===== config.mk =====
export PLATFORM = sky130hd
export DESIGN_NAME = cp0
export DESIGN_NICKNAME = d
export VERILOG_FILES = /design/src/rtl/cp0.sv
export SDC_FILE = /design/constraint.sdc
export NUM_CORES = 1
export LEC_CHECK = 0
export ABC_AREA = 1
export CAP_MARGIN = 20
export CORE_MARGIN = 2
export CORE_UTILIZATION = 40
export DETAILED_ROUTE_END_ITERATION = 8
export GPL_TIMING_DRIVEN = 0
export PLACE_DENSITY_LB_ADDON = 0.3
export RECOVER_POWER = 50
export SYNTH_ARGS = -nofsm -noshare
export SYNTH_HDL_FRONTEND = slang
export SYNTH_SLANG_ARGS = --single-unit

===== constraint.sdc =====
create_clock -name clk -period 3.4 [get_ports clk]
set_clock_uncertainty 0.1 [all_clocks]
set_input_delay 0.85 -clock clk [delete_from_list [all_inputs] [get_ports clk]]
set_output_delay 0.85 -clock clk [all_outputs]
set_load 0.01 [all_outputs]

===== src/rtl/cp0.sv =====
// +---------------------------------------------------------------------------+
// | cp0 : MIPS coprocessor 0 (SR, CAUSE, EPC, PRID) with gated interrupt req.  |
// | Optional macro CP0_IP_STICKY_EN makes CAUSE.ip sticky, write-1-to-clear.   |
// | Revision: 1.0                                                              |
// +---------------------------------------------------------------------------+
`default_nettype none

module cp0 #(
   parameter logic [31:0] PRID_VAL = 32'h0000_C5C5
) (
   input  logic        clk,
   input  logic        rst,
   input  logic [4:0]  sel,
   input  logic        we,
   input  logic [31:0] din,
   output logic [31:0] dout,
   input  logic [29:0] pc,
   input  logic        exl_set,
   input  logic        exl_clr,
   input  logic [5:0]  hwint,
   output logic        irq,
   output logic [29:0] epc
);

   localparam logic [4:0] C_SEL_SR    = 5'd12;
   localparam logic [4:0] C_SEL_CAUSE = 5'd13;
   localparam logic [4:0] C_SEL_EPC   = 5'd14;
   localparam logic [4:0] C_SEL_PRID  = 5'd15;

   logic [5:0]  im_q,  im_d;
   logic [5:0]  ip_q,  ip_d;
   logic        exl_q, exl_d;
   logic        ie_q,  ie_d;
   logic [29:0] epc_q, epc_d;

   logic w_wr_sr;
   logic w_wr_cause;
   logic w_wr_epc;
   logic w_exl_accept;

   assign w_wr_sr      = we && (sel == C_SEL_SR);
   assign w_wr_cause   = we && (sel == C_SEL_CAUSE);
   assign w_wr_epc     = we && (sel == C_SEL_EPC);
   // A nested entry must not clobber the EPC of the handler already running.
   assign w_exl_accept = exl_set && !exl_q;

   always_comb begin
      im_d  = im_q;
      ie_d  = ie_q;
      exl_d = exl_q;
      epc_d = epc_q;
      ip_d  = ip_q;

      if (w_wr_sr) begin
         im_d = din[15:10];
         ie_d = din[0];
      end

      if (w_exl_accept) begin
         exl_d = 1'b1;
      end else if (exl_clr) begin
         exl_d = 1'b0;
      end else if (w_wr_sr) begin
         exl_d = din[1];
      end

      if (w_exl_accept) begin
         epc_d = pc;
      end else if (w_wr_epc) begin
         epc_d = din[31:2];
      end

`ifdef CP0_IP_STICKY_EN
      // Set after clear so a line asserted in the clearing cycle is kept.
      ip_d = (ip_q & ~(w_wr_cause ? din[15:10] : 6'b0)) | hwint;
`else
      ip_d = hwint;
`endif
   end

   always_ff @(posedge clk) begin
      if (rst) begin
         im_q  <= 6'b0;
         ip_q  <= 6'b0;
         exl_q <= 1'b0;
         ie_q  <= 1'b0;
         epc_q <= 30'b0;
      end else begin
         im_q  <= im_d;
         ip_q  <= ip_d;
         exl_q <= exl_d;
         ie_q  <= ie_d;
         epc_q <= epc_d;
      end
   end

   always_comb begin
      case (sel)
         C_SEL_SR:    dout = {16'b0, im_q, 8'b0, exl_q, ie_q};
         C_SEL_CAUSE: dout = {16'b0, ip_q, 10'b0};
         C_SEL_EPC:   dout = {epc_q, 2'b00};
         C_SEL_PRID:  dout = PRID_VAL;
         default:     dout = 32'b0;
      endcase
   end

   assign irq = (|(ip_q & im_q)) && ie_q && !exl_q;
   assign epc = epc_q;

endmodule

`default_nettype wire


# Word-level counts from Yosys, hierarchy flattened
# Cells that the tools add are included.
[classes]
n_bitwise = 1
n_eq_ne = 4
n_mux = 6
reduce_logical = 9
[op_table]
columns = ["op", "n"]
rows = [
  ["$pmux 32 s4", 1],
  ["$mux 30", 2],
  ["$eq 5x4->1 const B", 4],
  ["$and 6x6->6", 1],
  ["$reduce_or 6->1", 1],
  ["$logic_and 1x1->1", 5],
  ["$mux 1", 3],
  ["$reduce_bool 3->1", 1],
  ["$reduce_bool 2->1", 1],
  ["$logic_not 1->1", 1],
]
[totals]
out_inout_bits = 63
word_cells = 25
ff_bits = 44

# Logic depth before layout (Yosys ltp)
[depth]
depth_word = 5
depth_mapped = 8

# Worst setup path after synthesis
# OpenSTA, ideal clock, no wires.
[synth_path]
kind = "input -> output"
start = "input port sel[3]"
end = "output port dout[10]"
slack_ns = 0.928
n_path_buf = 0
arrival_ns = 1.522
t_required_ns = 2.450
path_stages = 6
cell_sequence = "nand2_1 nor2_1 nand2_1 inv_1 nand2_1 nand3_1"
[synth_via]
elab_chain_len = 2
[synth_lines]
columns = ["element", "line", "text"]
rows = [
  ["start, declared", "13", "input logic [4:0] sel,"],
  ["$eq 5x4->1", "98", "case (sel)"],
  ["$pmux 32 s4 (*)", "98", ""],
  ["end, declared", "16", "output logic [31:0] dout,"],
]
# Every way passes the cells marked *; elsewhere a longest branch is shown, timed or not.

# Final worst setup path
[layout_path]
start = "input port sel[2]"
end = "output port dout[10]"
# Same word-level chain as after synthesis.

==> impl_metrics.ini <==
[worst_setup_path]
rr_startpoint = exl_q
regToRegSetupSlack_ps = 1920
cp_slowest_cell = clkdlybuf4s50_1
path_delay_family = buffers and inverters
cp_common_cell = buf_4
path_cells = clkdlybuf4s50_1 -> nand2_4 -> buf_4 -> nor4_4 -> buf_4 -> buf_4 -> nand2_1 -> nand3_1 -> clkbuf_2
slowest_delay_ps = 510
worstPathArrival_ps = 2370
crit_path_max_fanout = 4
endpoint_kind = primary output
required_ps = 2450
startpoint_type = primary input
critPathBufInv = 5
rr_worst_depth = 7
path_class = in2out
startpoint = sel[2]
cp.depth = 9

[clock_tree]
clkLatencyLatePin_ps = 290
path_clk_slew_ps = 80
htreeDepth = 2
tritoncts = done
cts_buffers = 5
holdBufCountCts = 0
cts_root_buffer = clkbuf_8
cts_sinks = 44
clockBufferDepth = 2

[pwr]
powerDensity_mw_per_mm2 = 319.1
p_leak_uw = 0.002002
finalPower_uw = 1273
ir_drop_mv = 0.1996

[finish]
nNetsFinal = 618
drive_gt1_frac = 0.07407
finalInstanceArea_mm2 = 0.003988
fin_cells = 612
antennaDiodeCount = 0
area_growth_pct = 71.25

[timing]
period_share = 0.9778
fin_crit_ps = 3324
setup_ws_ps = 75.52
setup_viol = 0
tns_ps = 0
slew_violations = 0
max_freq_mhz = 300.8
hold_violations = 0
maxSlewHeadroom = 0.6364
tightest_slew_ps = 545.3
rsz0062_at_grt = yes

[run_status]
status = finished clean

[place]
gp_congestion = 0.8445
dpl-instance-area_mm2 = 0.003820
pre_cts_slack_ps = -289.6
dp_hpwl_um = 6156
placedCellCount = 598
portBuffers = 140

[routing]
vias_per_cell = 4.846
drt_first_pass_iters = 4
num_vias = 2966
wire_per_inst_um = 13.58
antenna_left = 0
first_iter_violations = 115
totalWireLength_um = 8309
drc = 0

[worst_hold_path]
hp-class = reg2reg
min-delay-start = im_q[1]
hold-path-cell-count = 2

[global_routing]
track_usage = 0.2525
antenna_found_initial = 0
grt_max_degree = 13
grt_pass1_vias = 2784
grt_pass1_wl_um = 12920
grt_overflow = 0

[logic_synthesis]
syn_inst = 386
synth-seq-cells = 44
netlist_area_mm2 = 0.002328
syn-num-nets = 464
syn_avg_cell_area_um2 = 6.032
yosysUniqueCellTypes = 19
yosysWarnings = 0
seq_area_frac_synth = 0.3783

[floorplan]
die_w_um = 80.30
initial_core_util = 0.4177
die_h_um = 80.30
io-pin-count = 141
std_cell_rows = 27
core_area_mm2 = 0.005574
die_area_mm2 = 0.006447

[flow_run]
drv_cap = 0
repair_timing:
| item | 4_1_cts | 5_1_grt |
|---|---|---|
| gates cloned | 0 | 0 |
| buffers inserted | 3 | 4 |
| resized for setup | 46 | 14 |
| setup endpoints to repair | 32 | 8 |
| pin swaps | 0 | 3 |
state kept, by name, indices dropped and copies added, names as in the netlist:
signal  count
ie_q        1
epc        30
exl_q       1
ip_q        6
im_q        6
final timing paths:
path | endpoint
worst max register to register | epc[13]
worst min register to register | im_q[1]
worst min-delay path | im_q[1]
worst max-delay path | dout[10]
cell type report:
class	instances	area [um^2]
fillers	484	1587
repair buffers	147	1410
multi-input cells	280	1237
flip-flops and latches	44	880.8
inverters	40	152.6
plain buffers	22	120.1
clock buffers	7	96.34
well taps	72	90.09
worst reg2reg max path: stages, from the launching register on:
cell and delay (ps):
dfxtp_1 320, inv_2 60, nand2_1 130, nand2_1 140, inv_2 90, clkbuf_1 370, nor2_1 90, nor2_1 120
layout by cell type, fill, tap and decap left out, drive strengths merged:
cell,count
clkbuf,23
a41oi,1
inv,40
dlygate4sd3,31
nor2,91
dfxtp,44
clkdlybuf4s15,1
nor4,1
dlymetal6s2s,2
nand2,97
buf,16
o21ai,35
a21oi,12
clkdlybuf4s50,76
nand4,1
nand3,39
o211ai,3
dlygate4sd2,27
cell usage after synthesis (all sizes together):
master	instances	share of area
nand2	97	0.16
a41oi	1	0.0038
clkbuf	10	0.016
o211ai	3	0.0097
o21ai	35	0.075
nand4	1	0.0027
buf	12	0.028
nor4	1	0.0054
nand3	39	0.084
nor2	91	0.15
dfxtp	44	0.38
a21oi	12	0.026
inv	40	0.064
where the power goes:
part	internal, uW	switching, uW
clock network	181	167
registers	553	29.3
logic	180	162
total	914	358
metal layers:
layer	share of wire	up-vias	routed length (um)	track usage
li1	-	1510	-	-
met1	0.42	1328	3449	0.3001
met2	0.50	120	4147	0.4592
met3	0.076	8	631	0.05730
met4	0.0096	0	80	0.05763
met5	0	-	0	0
cell families (layout without fill, tap and decap cells):
family,after synthesis,in the layout,share of synthesized area
simple gates,229,229,0.3982
flops,44,44,0.3783
compound gates,51,51,0.1145
buf+inv,62,216,0.1091
stage by stage:
step | util | hold slack (ps)
3_3_place_gp | 0.6853 | 351.3
6_report | 0.7154 | 371.5
3_5_place_dp | 0.6853 | 362.8
5_1_grt | 0.7154 | 415.1
2_1_floorplan | - | 338.5
4_1_cts | 0.7084 | 374.2
Note: power is estimated with default switching activity, not from simulation.
